[src/rtl/ahb_slave_if_if.sv]
// Bundle of AHB slave-side bus signals and the simple backend handshake.
// Modports:
//   slave  - the AHB slave converter (ahb_slave_if) view
//   master - the view of whatever drives the bus and models the backend
interface ahb_slave_if_if #(
  parameter int unsigned AHB_ADDR_WIDTH = 32,
  parameter int unsigned AHB_DATA_WIDTH = 32
);
  localparam int unsigned STRB_W = AHB_DATA_WIDTH / 8;

  // AHB address/data phase
  logic                      ahb_sel_in;
  logic [AHB_ADDR_WIDTH-1:0] ahb_addr_in;
  logic [1:0]                ahb_trans_in;
  logic                      ahb_write_in;
  logic [2:0]                ahb_size_in;
  logic [2:0]                ahb_burst_in;
  logic [3:0]                ahb_prot_in;
  logic [STRB_W-1:0]         ahb_strb_in;
  logic [AHB_DATA_WIDTH-1:0] ahb_wdata_in;
  logic                      ahb_ready_in;
  logic                      ahb_readyout_out;
  logic                      ahb_resp_out;
  logic [AHB_DATA_WIDTH-1:0] ahb_rdata_out;

  // Backend request/response
  logic                      other_valid_out;
  logic                      other_write_out;
  logic [AHB_ADDR_WIDTH-1:0] other_addr_out;
  logic [3:0]                other_prot_out;
  logic [STRB_W-1:0]         other_strb_out;
  logic [AHB_DATA_WIDTH-1:0] other_wdata_out;
  logic                      other_ready_in;
  logic [AHB_DATA_WIDTH-1:0] other_rdata_in;
  logic                      other_error_in;

  modport slave (
    input  ahb_sel_in, ahb_addr_in, ahb_trans_in, ahb_write_in, ahb_size_in,
           ahb_burst_in, ahb_prot_in, ahb_strb_in, ahb_wdata_in, ahb_ready_in,
           other_ready_in, other_rdata_in, other_error_in,
    output ahb_readyout_out, ahb_resp_out, ahb_rdata_out,
           other_valid_out, other_write_out, other_addr_out, other_prot_out,
           other_strb_out, other_wdata_out
  );

  modport master (
    output ahb_sel_in, ahb_addr_in, ahb_trans_in, ahb_write_in, ahb_size_in,
           ahb_burst_in, ahb_prot_in, ahb_strb_in, ahb_wdata_in, ahb_ready_in,
           other_ready_in, other_rdata_in, other_error_in,
    input  ahb_readyout_out, ahb_resp_out, ahb_rdata_out,
           other_valid_out, other_write_out, other_addr_out, other_prot_out,
           other_strb_out, other_wdata_out
  );
endinterface

[src/rtl/ahb_slave_if.sv]
// AHB slave converter: turns AHB address/data-phase transfers into a
// one-request-at-a-time backend handshake, inserting wait states while the
// backend is busy and producing the two-cycle ERROR response for failed
// checks, backend errors and backend timeouts.
// Ports:
//   ahb_clk_in   - bus clock, rising edge
//   ahb_rstn_in  - asynchronous active-low reset
//   bus          - ahb_slave_if_if.slave: AHB signals + backend handshake
//                  (readyout/resp/rdata/wdata/strb are combinational,
//                  all other outputs registered)
module ahb_slave_if #(
  parameter int unsigned AHB_ADDR_WIDTH = 32,
  parameter int unsigned AHB_DATA_WIDTH = 32,
  parameter int unsigned WAIT_TIMEOUT   = 16
) (
  input  logic          ahb_clk_in,
  input  logic          ahb_rstn_in,
  ahb_slave_if_if.slave bus
);

  localparam int unsigned STRB_W = AHB_DATA_WIDTH / 8;
  localparam int unsigned LANE_W = $clog2(STRB_W);
  localparam int unsigned CNT_W  = 8;
  localparam logic [CNT_W-1:0] CNT_LAST = CNT_W'(WAIT_TIMEOUT - 1);

  localparam logic [1:0] ST_IDLE   = 2'd0;
  localparam logic [1:0] ST_ACCESS = 2'd1;
  localparam logic [1:0] ST_ERR1   = 2'd2;
  localparam logic [1:0] ST_ERR2   = 2'd3;

  logic [1:0]                state_q, state_d;
  logic [CNT_W-1:0]          cnt_q, cnt_d;
  logic                      valid_q, valid_d;
  logic                      write_q, write_d;
  logic [AHB_ADDR_WIDTH-1:0] addr_q, addr_d;
  logic [3:0]                prot_q, prot_d;
  logic [STRB_W-1:0]         mask_q, mask_d;

  logic                      accept_c;
  logic                      size_ok_c;
  logic                      aligned_c;
  logic                      take_c;
  logic                      readyout_c;
  logic                      resp_c;
  logic [AHB_DATA_WIDTH-1:0] rdata_c;
  logic                      unused_c;

  // Byte lanes covered by a transfer of 1<<size bytes at lane offset off
  function automatic logic [STRB_W-1:0] lane_mask(input logic [2:0] size,
                                                  input logic [LANE_W-1:0] off);
    logic [STRB_W-1:0] m;
    int unsigned       o;
    int unsigned       bytes;
    o     = 32'(off);
    bytes = 32'd1 << size;
    m     = '0;
    for (int unsigned i = 0; i < STRB_W; i++) begin
      m[i] = (i >= o) && (i < o + bytes);
    end
    return m;
  endfunction

  // Address-phase qualification and transfer checks
  assign accept_c  = bus.ahb_sel_in && bus.ahb_ready_in && bus.ahb_trans_in[1];
  assign size_ok_c = (32'd8 << bus.ahb_size_in) <= AHB_DATA_WIDTH;
  assign aligned_c = (bus.ahb_addr_in &
                      AHB_ADDR_WIDTH'((32'd1 << bus.ahb_size_in) - 32'd1)) == '0;

  // Next-state and response logic
  always_comb begin
    state_d    = state_q;
    cnt_d      = cnt_q;
    write_d    = write_q;
    addr_d     = addr_q;
    prot_d     = prot_q;
    mask_d     = mask_q;
    readyout_c = 1'b1;
    resp_c     = 1'b0;
    rdata_c    = '0;
    take_c     = 1'b0;

    case (state_q)
      ST_IDLE: begin
        take_c = 1'b1;
      end
      ST_ACCESS: begin
        cnt_d = cnt_q + CNT_W'(1);
        if (bus.other_ready_in && !bus.other_error_in) begin
          take_c  = 1'b1;
          state_d = ST_IDLE;
          cnt_d   = '0;
          if (!write_q) rdata_c = bus.other_rdata_in;
        end else if (bus.other_ready_in || (cnt_q == CNT_LAST)) begin
          // Backend error or timeout: first ERROR cycle
          readyout_c = 1'b0;
          resp_c     = 1'b1;
          state_d    = ST_ERR2;
          cnt_d      = '0;
        end else begin
          readyout_c = 1'b0;
        end
      end
      ST_ERR1: begin
        readyout_c = 1'b0;
        resp_c     = 1'b1;
        state_d    = ST_ERR2;
      end
      default: begin // ST_ERR2
        resp_c  = 1'b1;
        take_c  = 1'b1;
        state_d = ST_IDLE;
      end
    endcase

    // New address phase, only in cycles where this slave completes
    if (take_c && accept_c) begin
      state_d = (size_ok_c && aligned_c) ? ST_ACCESS : ST_ERR1;
      cnt_d   = '0;
      write_d = bus.ahb_write_in;
      addr_d  = bus.ahb_addr_in;
      prot_d  = bus.ahb_prot_in;
      mask_d  = lane_mask(bus.ahb_size_in, bus.ahb_addr_in[LANE_W-1:0]);
    end

    valid_d = (state_d == ST_ACCESS);
  end

  // State and captured request registers
  always_ff @(posedge ahb_clk_in or negedge ahb_rstn_in) begin
    if (!ahb_rstn_in) begin
      state_q <= ST_IDLE;
      cnt_q   <= '0;
      valid_q <= 1'b0;
      write_q <= 1'b0;
      addr_q  <= '0;
      prot_q  <= '0;
      mask_q  <= '0;
    end else begin
      state_q <= state_d;
      cnt_q   <= cnt_d;
      valid_q <= valid_d;
      write_q <= write_d;
      addr_q  <= addr_d;
      prot_q  <= prot_d;
      mask_q  <= mask_d;
    end
  end

  assign bus.ahb_readyout_out = readyout_c;
  assign bus.ahb_resp_out     = resp_c;
  assign bus.ahb_rdata_out    = rdata_c;
  assign bus.other_valid_out  = valid_q;
  assign bus.other_write_out  = write_q;
  assign bus.other_addr_out   = addr_q;
  assign bus.other_prot_out   = prot_q;
  assign bus.other_wdata_out  = bus.ahb_wdata_in;
  assign bus.other_strb_out   = write_q ? (mask_q & bus.ahb_strb_in) : mask_q;

  // HBURST and HTRANS[0] carry no meaning for this slave
  assign unused_c = ^{bus.ahb_burst_in, bus.ahb_trans_in[0]};

endmodule

[src/flat_wrapper.sv]
// flat-port wrapper written by rule: the top's interface ports become plain ports
module ahb_slave_if_flat 
#(
  parameter int unsigned AHB_ADDR_WIDTH = 32,
  parameter int unsigned AHB_DATA_WIDTH = 32,
  parameter int unsigned WAIT_TIMEOUT   = 16
)
  (ahb_clk_in, ahb_rstn_in, bus_ahb_sel_in, bus_ahb_addr_in, bus_ahb_trans_in, bus_ahb_write_in, bus_ahb_size_in, bus_ahb_burst_in, bus_ahb_prot_in, bus_ahb_strb_in, bus_ahb_wdata_in, bus_ahb_ready_in, bus_other_ready_in, bus_other_rdata_in, bus_other_error_in, bus_ahb_readyout_out, bus_ahb_resp_out, bus_ahb_rdata_out, bus_other_valid_out, bus_other_write_out, bus_other_addr_out, bus_other_prot_out, bus_other_strb_out, bus_other_wdata_out);
  ahb_slave_if_if #(.AHB_ADDR_WIDTH(AHB_ADDR_WIDTH), .AHB_DATA_WIDTH(AHB_DATA_WIDTH)) bus_i ();
  input  logic ahb_clk_in;
  input  logic ahb_rstn_in;
  input wire logic [$bits(bus_i.ahb_sel_in)-1:0] bus_ahb_sel_in;
  input wire logic [$bits(bus_i.ahb_addr_in)-1:0] bus_ahb_addr_in;
  input wire logic [$bits(bus_i.ahb_trans_in)-1:0] bus_ahb_trans_in;
  input wire logic [$bits(bus_i.ahb_write_in)-1:0] bus_ahb_write_in;
  input wire logic [$bits(bus_i.ahb_size_in)-1:0] bus_ahb_size_in;
  input wire logic [$bits(bus_i.ahb_burst_in)-1:0] bus_ahb_burst_in;
  input wire logic [$bits(bus_i.ahb_prot_in)-1:0] bus_ahb_prot_in;
  input wire logic [$bits(bus_i.ahb_strb_in)-1:0] bus_ahb_strb_in;
  input wire logic [$bits(bus_i.ahb_wdata_in)-1:0] bus_ahb_wdata_in;
  input wire logic [$bits(bus_i.ahb_ready_in)-1:0] bus_ahb_ready_in;
  input wire logic [$bits(bus_i.other_ready_in)-1:0] bus_other_ready_in;
  input wire logic [$bits(bus_i.other_rdata_in)-1:0] bus_other_rdata_in;
  input wire logic [$bits(bus_i.other_error_in)-1:0] bus_other_error_in;
  output wire logic [$bits(bus_i.ahb_readyout_out)-1:0] bus_ahb_readyout_out;
  output wire logic [$bits(bus_i.ahb_resp_out)-1:0] bus_ahb_resp_out;
  output wire logic [$bits(bus_i.ahb_rdata_out)-1:0] bus_ahb_rdata_out;
  output wire logic [$bits(bus_i.other_valid_out)-1:0] bus_other_valid_out;
  output wire logic [$bits(bus_i.other_write_out)-1:0] bus_other_write_out;
  output wire logic [$bits(bus_i.other_addr_out)-1:0] bus_other_addr_out;
  output wire logic [$bits(bus_i.other_prot_out)-1:0] bus_other_prot_out;
  output wire logic [$bits(bus_i.other_strb_out)-1:0] bus_other_strb_out;
  output wire logic [$bits(bus_i.other_wdata_out)-1:0] bus_other_wdata_out;
  assign bus_i.ahb_sel_in = bus_ahb_sel_in;
  assign bus_i.ahb_addr_in = bus_ahb_addr_in;
  assign bus_i.ahb_trans_in = bus_ahb_trans_in;
  assign bus_i.ahb_write_in = bus_ahb_write_in;
  assign bus_i.ahb_size_in = bus_ahb_size_in;
  assign bus_i.ahb_burst_in = bus_ahb_burst_in;
  assign bus_i.ahb_prot_in = bus_ahb_prot_in;
  assign bus_i.ahb_strb_in = bus_ahb_strb_in;
  assign bus_i.ahb_wdata_in = bus_ahb_wdata_in;
  assign bus_i.ahb_ready_in = bus_ahb_ready_in;
  assign bus_i.other_ready_in = bus_other_ready_in;
  assign bus_i.other_rdata_in = bus_other_rdata_in;
  assign bus_i.other_error_in = bus_other_error_in;
  assign bus_ahb_readyout_out = bus_i.ahb_readyout_out;
  assign bus_ahb_resp_out = bus_i.ahb_resp_out;
  assign bus_ahb_rdata_out = bus_i.ahb_rdata_out;
  assign bus_other_valid_out = bus_i.other_valid_out;
  assign bus_other_write_out = bus_i.other_write_out;
  assign bus_other_addr_out = bus_i.other_addr_out;
  assign bus_other_prot_out = bus_i.other_prot_out;
  assign bus_other_strb_out = bus_i.other_strb_out;
  assign bus_other_wdata_out = bus_i.other_wdata_out;
  ahb_slave_if #(.AHB_ADDR_WIDTH(AHB_ADDR_WIDTH), .AHB_DATA_WIDTH(AHB_DATA_WIDTH), .WAIT_TIMEOUT(WAIT_TIMEOUT)) u_core (.ahb_clk_in(ahb_clk_in), .ahb_rstn_in(ahb_rstn_in), .bus(bus_i));
endmodule
[config.mk]
export PLATFORM = sky130hd
export DESIGN_NAME = ahb_slave_if_flat
export DESIGN_NICKNAME = d
export VERILOG_FILES = /design/src/rtl/ahb_slave_if_if.sv /design/src/rtl/ahb_slave_if.sv /design/src/flat_wrapper.sv
export SDC_FILE = /design/constraint.sdc
export NUM_CORES = 1
export LEC_CHECK = 0
export ABC_AREA = 1
export CAP_MARGIN = 10
export CORE_UTILIZATION = 37
export CTS_CLUSTER_SIZE = 12
export DETAILED_ROUTE_END_ITERATION = 8
export PLACE_DENSITY = 0.95
export SLEW_MARGIN = 20
export SYNTH_ARGS = -nofsm -noshare
export SYNTH_HDL_FRONTEND = slang
export SYNTH_SLANG_ARGS = --single-unit
[constraint.sdc]
create_clock -name ahb_clk_in -period 2.31 [get_ports ahb_clk_in]
set_input_delay 0.462 -clock ahb_clk_in [delete_from_list [all_inputs] [get_ports ahb_clk_in]]
set_output_delay 0.462 -clock ahb_clk_in [all_outputs]
set_load 0.01 [all_outputs]
==> results.md <==
* Tcrit/Tclk final at 96.6%
* Vias in the first global route at 3116
* Hold_buf cts at 0
* Clock sinks at 52
* Clock transition at path regs at 100 ps
* Synth Area per Inst at 7.29 um^2
* Antenna Nets Post-Route at 0
* Via density at 4.69
* Port Buf Inserts at 158
* CP max stage cell: clkdlybuf4s50_1
* Place WS at -210 ps
* Area contributors post-synth: dfrtp_1, nand2_1, buf_4, nor2_1, inv_1
* CTS Buf Count at 5
* Status: completed
* RePlAce Congestion at 0.918
* Measured slew at the worst slew-check pin at 681 ps
* Initial antenna violation count at 0
* Final setup viols at 0
* Reg2Reg Setup Slack at 610 ps
* Syn_nets at 545
* Critical R2R Launch: u_core.state_q[1]
* Slew Limit Fails at 0
* Row count at 32
* Worst EP arrival at 1770 ps
* Dpl hpwl at 7270 um
* Peak supply drop at 0.562 mV
* Total Wirelength at 9170 um
* Pin count of the biggest net entering global routing at 41
* Synthesized cell area at 0.00305 mm^2
* Setup ws final at 77.7 ps
* Reg2Reg Capture Point: u_core.cnt_q[1]
* Post-synth EDFFs at 0
* Cells after Synth at 419
* I/O pins at 227
* Area growth syn-to-layout at 54.2%
* Share of Yosys cell area claimed by the top area cell type at 42.6%
* Final Util at 60.0%
* Grt total ovfl at 0
* Count of cell types in the netlist at 30
* Worst r2r path cells at 9
* Core ar. at 0.00785 mm^2
* Min-Delay Path Class: in -> async
* Routed WL per cell at 13.8 um
* Clock root cell: clkbuf_8
* Share of layout cells above drive strength 1 at 8.73%
* Pre-antenna DRT Iters at 5
* ANT cells at 0
* Seq/Total Area, Yosys at 42.6%
* TritonCTS clock tree: yes
* NumNets Final at 686
* Main synth FF type: dfrtp_1
* Pwr/cell area at 903 mW/mm^2
* Yosys warns at 0
* Final hold viol count at 0
* Clk Latency, worst-skew pair at 310 ps
* Max clock buf depth at 2
* MaxCap Viol Count at 0
* Crit path kind: in -> out
* Worst-path cell chain: clkdlybuf4s50_1 -> inv_1 -> nand3_2 -> bufbuf_16 -> nor2_1 -> clkdlybuf4s15_1
* Synth area leader: dfrtp_1
* DR vias at 3111
* Unrepaired setup endpoints after global routing: yes
* H-tree levels at 2
* Rel. slew slack at 54.6%
* First-pass GRT wire length at 14600 um
* Initial core utilization at 38.9%
* Die height at 92.8 um
* Setup crit end kind: output port
* Detailed router's first-iteration violation count at 144
* Synth Register Bits at 52
* Total GRT Usage at 21.2%
* Die X at 92.8 um
* Drt drc at 0
* Crit-path max FO at 16
* Clock Skew at 6.08 ps
* Worst Path Buf+Inv at 4
* Crit path required time at 1850 ps
* Post-synth ARST share at 100%
* Fmax at 448 MHz
* LEAKAGE at 0.00235 uW
* Crit-path leading delay family: buffers and inverters
* Die area at 0.00862 mm^2
* CP peak stage delay at 400 ps
* Tmin final at 2230 ps
* Worst setup SP type: input pin
power breakdown:
group / leakage (uW) / total (uW) / internal, uW / switching, uW
Sequential: 0.000656 / 1500 / 1290 / 214
Combinational: 0.00164 / 2190 / 1140 / 1050
Clock: 0.0000516 / 561 / 246 / 316
Total: 0.00235 / 4250 / 2680 / 1580
logic make-up after synthesis:
group	Yosys count	share of synthesized area, %
simple gates	232	30.8
buf+inv	89	15.8
flops	52	42.6
compound gates	34	6.23
fa+ha+maj	7	3.11
xor+xnor	5	1.43
cell usage after synthesis (2+ instances only):
library cell,count
dfrtp_1,52
o22ai_1,7
nand2_1,151
buf_2,4
o21ai_0,19
nor2_1,58
buf_6,3
ha_1,6
inv_1,42
nand4_1,3
a21oi_1,4
clkbuf_1,6
o21a_1,2
xor2_1,4
nand3_1,12
buf_4,32
repair_timing:
item / CTS / global route
endpoints found under the hold margin: 0 / 0
gates cloned: 1 / 0
pin swaps: 0 / 1
buffers inserted: 0 / 2
endpoints found under the setup margin: 34 / 20
gates resized for setup: 38 / 19
routing by layer:
layer | vias up | wire [um] | GRT usage [%]
met5 | - | 0 | 0
met4 | 0 | 212 | 7.95
met3 | 26 | 509 | 3.04
met2 | 114 | 4910 | 37.8
met1 | 1440 | 3540 | 25.8
li1 | 1531 | - | -
final cells by class:
type	count	area, um^2
flip-flops and latches	52	1300
fillers	706	3140
well taps	102	128
clock inverters	2	13.8
repair buffers	180	1740
inverters	43	161
clock buffers	6	82.6
multi-input cells	278	1280
worst max-delay path by stage:
stage / startpoint / end / slack (ps) / cells after the start
2_1_floorplan: bus_ahb_size_in[2] / u_core.mask_q[1] / 470 / 11
3_3_place_gp: bus_ahb_size_in[2] / u_core.bus.other_valid_out / -140 / 16
3_5_place_dp: bus_ahb_size_in[0] / u_core.bus.other_valid_out / -210 / 15
4_1_cts: bus_other_ready_in / bus_ahb_rdata_out[6] / 4 / 5
5_1_grt: bus_ahb_size_in[2] / u_core.bus.other_valid_out / -60 / 16
6_report: bus_other_error_in / bus_ahb_rdata_out[1] / 80 / 6
registers in the layout, summed over array words and instances (netlist names):
register	cells
u_core.bus.other_addr_out	32
u_core.cnt_q	8
u_core.bus.other_prot_out	4
u_core.mask_q	4
u_core.state_q	2
u_core.bus.other_valid_out	1
u_core.bus.other_write_out	1
worst register-to-register path, delay by kind of cell (launching register included):
family,cells,cell delay [ps]
simple gates,5,550
compound gates,1,220
flops,1,440
buf+inv,3,400
per-stage QoR:
step	cell area (um^2)	hold WS [ps]	power [uW]	instances	TNS [ps]
2_1_floorplan	3050	166	2480	419	0
3_3_place_gp	4620	455	3610	652	-3410
3_5_place_dp	4620	465	3710	652	-5170
4_1_cts	4720	209	4280	661	0
5_1_grt	4710	238	4520	663	-61.3
6_report	4710	175	4250	663	0
cell usage in the layout (no fill, tap or decap), drive strengths merged, types with 6 or more instances in the layout:
master	count
nand2	153
clkdlybuf4s50	121
nor2	60
dfrtp	52
inv	44
dlygate4sd2	25
buf	22
o21ai	19
clkbuf	14
nand3	12
o22ai	7
ha	6
(Power assumes the default switching activity.)
